**src/rtl/sobel_window_core.sv**
```systemverilog
// 3x3 Sobel window core: assembles a pixel window from the live stream and two
// line-buffer taps, then produces a saturated gradient magnitude and edge flag.
module sobel_window_core #(
  parameter int WIDTH  = 699,
  parameter int HEIGHT = 480,
  parameter int THRESH = 128
) (
  input  logic       sys_clk_i,
  input  logic       sys_rst_i,
  input  logic [7:0] pix_i,
  input  logic [7:0] line1_i,
  input  logic [7:0] line2_i,
  input  logic       pix_vld_i,
  input  logic       line_rdy_i,
  output logic [7:0] mag_o,
  output logic       edge_o,
  output logic       vld_o,
  output logic       frame_done_o
);

  localparam int CW = (WIDTH  > 1) ? $clog2(WIDTH)  : 1;
  localparam int RW = (HEIGHT > 1) ? $clog2(HEIGHT) : 1;

  logic [7:0]        w [0:2][0:2];
  logic [CW-1:0]     col_cnt;
  logic [RW-1:0]     row_cnt;
  logic              win_vld;
  logic              last0;
  logic              win_ok;
  logic              col_end;
  logic              row_end;

  logic signed [10:0] gx_c, gy_c;
  logic signed [10:0] gx, gy;
  logic               s1_vld;
  logic               s1_last;

  logic [10:0]        abs_x, abs_y, sum_c;
  logic [7:0]         mag_c;

  function automatic logic signed [10:0] ext(input logic [7:0] p);
    return {3'b000, p};
  endfunction

  // Windows starting at col 0/1 still hold the previous row's right edge.
  assign win_ok  = line_rdy_i && (col_cnt >= CW'(2));
  assign col_end = (col_cnt == CW'(WIDTH - 1));
  assign row_end = (row_cnt == RW'(HEIGHT - 1));

  // Stage 0: window shift and raster counters.
  always_ff @(posedge sys_clk_i or negedge sys_rst_i) begin
    if (!sys_rst_i) begin
      // NOTE: the window is only nine flops, so it is reset with the rest of
      // the pipeline; a reset mid-row must not leak old pixels into new output.
      for (int r = 0; r < 3; r++)
        for (int c = 0; c < 3; c++)
          w[r][c] <= '0;
      col_cnt <= '0;
      row_cnt <= '0;
      win_vld <= 1'b0;
      last0   <= 1'b0;
    end else if (pix_vld_i) begin
      for (int r = 0; r < 3; r++) begin
        w[r][0] <= w[r][1];
        w[r][1] <= w[r][2];
      end
      w[0][2] <= line2_i;
      w[1][2] <= line1_i;
      w[2][2] <= pix_i;
      win_vld <= win_ok;
      last0   <= win_ok && col_end && row_end;
      if (col_end) begin
        col_cnt <= '0;
        row_cnt <= row_end ? '0 : row_cnt + RW'(1);
      end else begin
        col_cnt <= col_cnt + CW'(1);
      end
    end else begin
      win_vld <= 1'b0;
      last0   <= 1'b0;
    end
  end

  // NOTE: combinational blocks assign every output unconditionally so no
  // latch can be inferred.
  always_comb begin
    gx_c = (ext(w[0][2]) + (ext(w[1][2]) <<< 1) + ext(w[2][2]))
         - (ext(w[0][0]) + (ext(w[1][0]) <<< 1) + ext(w[2][0]));
    gy_c = (ext(w[2][0]) + (ext(w[2][1]) <<< 1) + ext(w[2][2]))
         - (ext(w[0][0]) + (ext(w[0][1]) <<< 1) + ext(w[0][2]));
  end

  // Stage 1: gradients.
  always_ff @(posedge sys_clk_i or negedge sys_rst_i) begin
    if (!sys_rst_i) begin
      gx      <= '0;
      gy      <= '0;
      s1_vld  <= 1'b0;
      s1_last <= 1'b0;
    end else begin
      gx      <= gx_c;
      gy      <= gy_c;
      s1_vld  <= win_vld;
      s1_last <= last0;
    end
  end

  always_comb begin
    abs_x = gx[10] ? 11'(-gx) : 11'(gx);
    abs_y = gy[10] ? 11'(-gy) : 11'(gy);
    sum_c = abs_x + abs_y;
    mag_c = (sum_c > 11'd255) ? 8'hFF : sum_c[7:0];
  end

  // Stage 2: magnitude and threshold; outputs hold across bubbles.
  always_ff @(posedge sys_clk_i or negedge sys_rst_i) begin
    if (!sys_rst_i) begin
      mag_o        <= '0;
      edge_o       <= 1'b0;
      vld_o        <= 1'b0;
      frame_done_o <= 1'b0;
    end else begin
      vld_o        <= s1_vld;
      frame_done_o <= s1_vld && s1_last;
      if (s1_vld) begin
        mag_o  <= mag_c;
        edge_o <= (mag_c >= 8'(THRESH));
      end
    end
  end

endmodule

```
**config.mk**
```make
export PLATFORM = sky130hd
export DESIGN_NAME = sobel_window_core
export DESIGN_NICKNAME = d
export VERILOG_FILES = /design/src/rtl/sobel_window_core.sv
export SDC_FILE = /design/constraint.sdc
export NUM_CORES = 1
export LEC_CHECK = 0
export CORE_ASPECT_RATIO = 0.8
export CORE_UTILIZATION = 45
export DETAILED_ROUTE_END_ITERATION = 7
export SLEW_MARGIN = 25
export SYNTH_ARGS = -nofsm -noshare
export SYNTH_HDL_FRONTEND = slang
export SYNTH_SLANG_ARGS = --single-unit
```
**constraint.sdc**
```tcl
create_clock -name sys_clk_i -period 6 [get_ports sys_clk_i]
set_input_delay 1.2 -clock sys_clk_i [delete_from_list [all_inputs] [get_ports sys_clk_i]]
set_output_delay 1.2 -clock sys_clk_i [all_outputs]
set_load 0.01 [all_outputs]
```
Word-level counts from Yosys, hierarchy flattened. Cells that the tools add are included.

Register bits: 128. Bits of input ports: 28. Output and inout port bits: 11. Word-level logic and storage cells: 53.

Add/subtract/negate cells: 15. Order comparisons: 3. Equal/unequal tests: 2. Muxes and demuxes: 7. Reduce and logical (&&, ||, !) cells: 5.

Operator list (count): $add A10 B8 Y11 (4); $add A8 B9 Y10 (4); $mux W11 (2); $neg A11 Y11 (2); $sub A11 B11 Y11 (2); $add A11 B11 Y11 (1); $gt A11 B8 Y1 const B (1); $add A10 B1 Y10 const B (1); $eq A10 B10 Y1 const B (1); $ge A10 B2 Y1 const B (1); $mux W10 (1); $add A9 B1 Y9 const B (1); $eq A9 B9 Y1 const B (1); $mux W9 (1); $ge A8 B8 Y1 const B (1); $mux W8 (1); $logic_and A1 B1 Y1 (4); $mux W1 (2); $reduce_and A2 Y1 (1).

Longest topological paths before layout. Gate-level depths: netlist (run 1).

Depth in word-level cells: 6. Depth in mapped cells: 15. Depth with buffers taken out: 15.

Worst setup path after synthesis (run 1). OpenSTA, ideal clock, no wires.

Path kind: flip-flop to flip-flop. Start point: reg w[50] in the netlist's numbering. End point: reg gy[7]. Library setup time: 0.122 ns. Arrival time: 3.250 ns. Data required time: 5.878 ns. Setup slack: 2.628 ns. Cell stages (with the launch flop): 13. Path buffers: 0. Clock period less this slack: 3.372 ns. Path through: dfrtp_1 inv_1 fa_1 fa_1 fa_1 inv_1 fa_1 nor2b_1 o21ai_0 a21boi_0 o21ai_0 nor2b_1 xnor2_1.

Longest elaborated chain between the ends: 2.

RTL lines: from (decl) (line 24) `logic [7:0] w [0:2][0:2];`; from (signal, indexed assignment) (line 64) `w[r][0] <= w[r][1];`; from (signal, indexed assignment) (line 65) `w[r][1] <= w[r][2];`; $add A10 B8 Y11 (line 90) `- (ext(w[0][0]) + (ext(w[0][1]) <<< 1) + ext(w[0][2]));`; $sub A11 B11 Y11 (line 90); via gy_c[7] (line 33) `logic signed [10:0] gx_c, gy_c;`; to (signal assigned) (line 102) `gy <= gy_c;`; to (decl) (line 34) `logic signed [10:0] gx, gy;`.

The timed path passes the listed nets, and every way through them passes these cells. A chain may end at the register's enable or synchronous reset.

Final worst setup path (run 1).
Start point: reg w[18] in the netlist's numbering. End point: reg gx[9].

Longest elaborated chain between the ends: 2.

RTL lines: $add A10 B8 Y11 (line 88) `- (ext(w[0][0]) + (ext(w[1][0]) <<< 1) + ext(w[2][0]));`; $sub A11 B11 Y11 (line 88); via gx_c[9] (line 33); to (signal assigned) (line 101) `gx <= gx_c;`; to (decl) (line 34).

The timed path passes the listed nets, and every way through them passes these cells.

==> flow_summary.toml, run 1 <==
[finish]
drive_above_1_share = 0.121
antenna_cells = 0
instances_no_fill = 950
final_cell_mix = "dfrtp_1, inv_1, nand2_1"
syn_to_final_growth_pct = 16.0
final_nets = 847
fill_cells = 1421
final_common_cell = "dfrtp_1"

[global_routing]
antenna_found_initial = 0
grt_first_pass_wirelength_mm = 23.4
grt_pass1_vias = 4903
grt_max_degree = 97
grt_overflow = 0
gr-usage-all-layers = 0.171

[timing]
final-setup-viol-count = 0
grt_setup_unrepaired = "no"
hold_viol_final = 0
max_slew_margin = 0.397
fmax_ghz = 0.275
period_needed_ps = 3630
setup_tns_ps = 0
finalCritPeriodShare = 0.606
worst_pin_slew_ps = 905
finClkSkew_ps = 9.59
drv_slew = 0

[flow_run]
maxCapViolations = 0

[cts]
post_cts_resized = 0
clock_latency_ps = 420
clk_pin_slew_worst_paths_ps = 60
tritoncts = "yes"
cts.sinks = 127
cts_max_path_buffers = 2
clockRootBuffer = "clkbuf_16"
cts_setup_buffers = 0
numCtsBuffers = 17
ctsHoldBuffers = 0
cts_htree_levels = 4

[synthesis]
syn_inst = 676
seq_area_frac_synth = 0.419
synth_top_area_cell = "dfrtp_1"
yosys.area.top_type_share = 0.419
synth_area_mm2 = 0.00759
synth_cell_types = 52
synth.net_count = 806
synth_area_leaders = "dfrtp_1, fa_1, ha_1, mux2_2, inv_1"
ys.flop_type = "dfrtp_1"
async_reset_ff_frac = 1.00
yosysWarnings = 0
synth_edf_count = 0
syn_area_per_cell_um2 = 11.2
ys_ff_latch = 127

[drt]
drt_iter0_markers = 258
via_count = 4795
drc = 0
final_antenna_net_count = 0
via_per_inst = 5.05
routed_wl_mm = 13.3
post_drt_wl_per_cell_um = 14.0
drt_first_pass_iters = 4

[worst_setup_path]
crit_family = "adder cells"
worstSetupStartpointType = "register"
critPathMaxStageDelay_ps = 580
critPathBufInv = 2
critPathKind = "reg2reg"
cp_num_cells = 12
cp_common_cell = "fa_1"
cp_slowest_cell = "fa_1"
worstSetupEndpointType = "register"
arrival_ps = 3970
cp_max_fo = 2
path_cells = "inv_1, fa_1, fa_1, fa_1, inv_1, fa_1, nor2b_1, o21ai_0, a21boi_0, o21ai_0, a21oi_1, xor2_1"
cp.required_ps = 6330
worst_r2r_path_depth = 12

[floorplan]
dieArea_mm2 = 0.0174
rows = 42
core_mm2 = 0.0165
ios = 39
die_x_um = 147
initial_core_util = 0.460
die-height_um = 118

[worst_hold_path]
hold_depth = 0
hp-class = "reg2reg"

[power]
p_per_area_mw_per_mm2 = 638
cellLeakagePower_nw = 3.90
peakVddDrop_v = 0.000349

[run_status]
status = "finished clean"

[placed_design]
dpl.cell_count = 918
gp_congestion = 0.818
io_buffers = 38
hpwl_mm = 9.97
-- cells in the mapped netlist (3+ instances only) --
library cell / instances
ha_1: 39
nor2b_1: 6
buf_1: 5
xor2_1: 11
a21oi_1: 13
nand2b_1: 6
mux2_2: 37
a211oi_1: 4
o21ai_0: 55
fa_1: 63
nand3_1: 7
and3_1: 6
a21o_1: 5
nand2_1: 68
inv_1: 80
o22a_2: 8
clkbuf_1: 10
xnor2_1: 33
nor2_1: 21
nor3_1: 9
dfrtp_1: 127
nand4_1: 7
o31ai_1: 7
o211ai_1: 3
a21boi_0: 5
or3_1: 7
o21bai_1: 3
-- area by class of cell --
cell class                      instances  area (um^2)  area share
Inverter                               80          300      0.0341
Multi-Input combinational cell        451         4030       0.458
Sequential cell                       127         3180       0.361
Clock inverter                          9          130      0.0148
Clock buffer                           23          498      0.0566
Tap cell                              220          275      0.0313
Timing Repair Buffer                   40          394      0.0448
-- kinds of logic after synthesis --
| family | Yosys count | synth area share |
|---|---|---|
| mux | 37 | 0.0549 |
| simple gates | 152 | 0.0975 |
| compound gates | 116 | 0.0971 |
| flops | 127 | 0.419 |
| fa+ha+maj | 102 | 0.231 |
| xor+xnor | 44 | 0.0508 |
| buf+inv | 98 | 0.0501 |
-- worst paths after layout --
path | startpoint | slack (ps) | endpoint
max | w[18] | 2370 | gx[9]
min | win_vld | 350 | s1_vld
max reg2reg | w[18] | 2370 | gx[9]
min reg2reg | win_vld | 350 | s1_vld
max in group asynchronous | sys_rst_i | 4100 | w[69]
min in group asynchronous | sys_rst_i | 810 | mag_o[3]
-- per-layer routing --
layer  track usage  up-vias  routed length [um]
met5             0        -                   0
met2         0.262       59                6280
met1         0.237     2389                6490
met4        0.0483        0                 114
li1              -     2334                   -
met3        0.0490       13                 434
-- per-stage QoR --
stage	hold slack, ps	area [um^2]	util	setup slack, ps	total power, mW
after floorplan	331	7590	-	2630	3.86
after global placement	333	8170	0.495	2450	4.50
after detailed placement	339	8170	0.495	2370	4.57
after CTS	352	8800	0.533	2340	5.71
after global routing	367	8800	0.534	2050	6.14
final	349	8800	0.534	2370	5.62
-- report_power, final --
group / leakage (nW) / switching, mW / internal [mW]
registers: 1.53 / 0.172 / 1.07
clock network: 0.297 / 0.369 / 0.707
logic: 2.07 / 1.70 / 1.59
-- flip-flops by register name, indices dropped and copies added (netlist names) --
name and cells:
win_vld 1, frame_done_o 1, mag_o 7, row_cnt 9
gx 11, last0 1, w 72, vld_o 1
edge_o 1, s1_last 1, gy 11, col_cnt 10
s1_vld 1
-- worst reg2reg max path, cell delays in order (launching register included) --
cell and delay (ps):
dfrtp_1 360, inv_1 80, fa_1 510, fa_1 520
fa_1 580, inv_1 70, fa_1 460, nor2b_1 120
o21ai_0 110, a21boi_0 270, o21ai_0 140, a21oi_1 170
xor2_1 170
(Power assumes the default switching activity.)
==> run 2, diff against run 1 <==
--- a/config.mk
+++ b/config.mk
@@ -8,6 +8,7 @@
 export CORE_ASPECT_RATIO = 0.8
 export CORE_UTILIZATION = 45
 export DETAILED_ROUTE_END_ITERATION = 7
+export PLACE_DENSITY = 0.65
 export SLEW_MARGIN = 25
 export SYNTH_ARGS = -nofsm -noshare
 export SYNTH_HDL_FRONTEND = slang
==> constraint.sdc (replaced) <==
create_clock -name sys_clk_i -period 2.99 [get_ports sys_clk_i]
set_input_delay 0.598 -clock sys_clk_i [delete_from_list [all_inputs] [get_ports sys_clk_i]]
set_output_delay 0.598 -clock sys_clk_i [all_outputs]
set_load 0.01 [all_outputs]
==> run 2 against run 1 <==
Against the previous run:
- the run now ends with negative setup slack left
- fmax rose by 5.9%
- setup slack got worse by 2800 ps
- clock-buffer cell count is the same
- critical path depth unchanged
- worst hold slack worse by 150 ps
- die area unchanged
- sequential cell count unchanged
- via count increased by 6.5%
==> flow_summary.toml, run 2 (synthesized netlist as in run 1, its figures left out) <==
[drt]
routed_wl_mm = 14.7
post_drt_wl_per_cell_um = 14.3
drt_first_pass_iters = 4
via_per_inst = 4.98
via_count = 5107
drt_iter0_markers = 182
final_antenna_net_count = 0
drc = 0

[cts]
clk_pin_slew_worst_paths_ps = 60
clock_latency_ps = 410
cts_max_path_buffers = 2
tritoncts = "yes"
cts_htree_levels = 4
numCtsBuffers = 17
cts.sinks = 127
clockRootBuffer = "clkbuf_16"

[floorplan]
rows = 42
core_mm2 = 0.0165
ios = 39
initial_core_util = 0.460
die-height_um = 118
dieArea_mm2 = 0.0174
die_x_um = 147

[finish]
syn_to_final_growth_pct = 26.9
top_regs = "w: 72 flops, gx: 11 flops, gy: 11 flops"
final_common_cell = "dfrtp_1"
fill_cells = 1339
final_cell_mix = "dfrtp_1, buf_4, inv_1"
largest_register_ffs = 72
fin_util = 0.584
final_nets = 925
fin_area_mm2 = 0.00963
drive_above_1_share = 0.268
antenna_cells = 0
top_register = "w"

[timing]
final-setup-viol-count = 21
max_slew_margin = 0.561
finClkSkew_ps = 4.52
period_needed_ps = 3430
grt_setup_unrepaired = "yes"
worst_pin_slew_ps = 658
whs_ps = 204
fmax_ghz = 0.291
finalCritPeriodShare = 1.15
setup_tns_ps = -4700
hold_viol_final = 0
layout_setup_ws_ps = -442
drv_slew = 0

[worst_setup_path]
worstSetupEndpointType = "register"
worst_r2r_path_depth = 12
rrSetupSlack_ps = -440
arrival_ps = 3720
critPathKind = "reg2reg"
worstSetupStartpointType = "register"
cp.required_ps = 3280
cp_max_fo = 2

[global_routing]
met2_usage = 0.296
gr-usage-all-layers = 0.185
antenna_found_initial = 0
grt_first_pass_wirelength_mm = 25.6
grt.met1_usage = 0.250
grt_max_degree = 83
grt.busiest_layer = "met2"
grt_overflow = 0
grt_pass1_vias = 5434
met3_usage = 0.0486

[placed_design]
hpwl_mm = 10.8
place_area_mm2 = 0.00872
io_buffers = 38
gp_congestion = 0.867

[worst_hold_path]
hp-class = "in2async"

[run_status]
status = "finished with violations"
violations = "negative setup slack"

[flow_run]
maxCapViolations = 0
## run 2: cell types whose count changed in the layout (fill, tap and decap cells not counted), moves of 4 or more
cell and delta:
o21ai_1 +5, buf_4 +75, fa_2 +4, nor2_2 +4, ha_2 +4, inv_2 +11, nor2_1 -4, fa_1 -4
o21ai_0 -7, a21boi_0 -4, inv_1 -11, a21oi_2 +4, ha_1 -7, a21oi_1 -4
## run 2: repair_timing
item,4_1_cts,5_1_grt
cloned,0,0
setup buffers,3,9
hold buffers,0,0
setup endpoints to repair,20,21
pin swaps,14,24
resized for setup,22,31
endpoints found under the hold margin,0,0
## run 2: worst max-delay path, stage by stage, from the launching register on
cell and delay (ps):
dfrtp_1 400, buf_6 130, fa_1 540, fa_1 450, fa_1 570, inv_2 50
fa_2 390, nor2b_2 130, o21ai_2 70, a21boi_2 220, o21ai_2 90, nor2b_1 140
xnor2_1 130
## run 2: through the flow
stage / instances / setup WS [ps]
after CTS: 1016 / -380
after detailed placement: 984 / -366
after global placement: 984 / -299
final: 1025 / -442
after floorplan: 676 / -158
after global routing: 1025 / -610
## run 2: path summary, 6_finish.rpt
| kind | startpoint | endpoint |
|---|---|---|
| worst max-delay path | w[50] | gx[7] |
| worst min-delay path | sys_rst_i | mag_o[4] |
| worst max register to register | w[50] | gx[7] |
| worst min register to register | win_vld | s1_vld |
| max in group asynchronous | sys_rst_i | w[3] |
| min in group sys_clk_i | win_vld | s1_vld |
## run 2: cell type report
class | count | area, um^2 | share of cell area
multi-input combinational | 451 | 4250 | 0.442
clock inverter | 6 | 133 | 0.0138
timing repair buffer | 118 | 1010 | 0.105
tap | 220 | 275 | 0.0286
clock buffer | 23 | 478 | 0.0496
inverter | 80 | 300 | 0.0312
sequential | 127 | 3180 | 0.330
## run 2: metal layers
layer / up-vias / wire length (um) / part of all wire
li1: 2495 / - / -
met1: 2532 / 6870 / 0.47
met2: 63 / 7220 / 0.49
met3: 17 / 428 / 0.029
met4: 0 / 156 / 0.011
met5: - / 0 / 0
Power of run 2 is not shown: default switching activity piles up to over one toggle a cycle in this logic, so the estimate is an artifact.
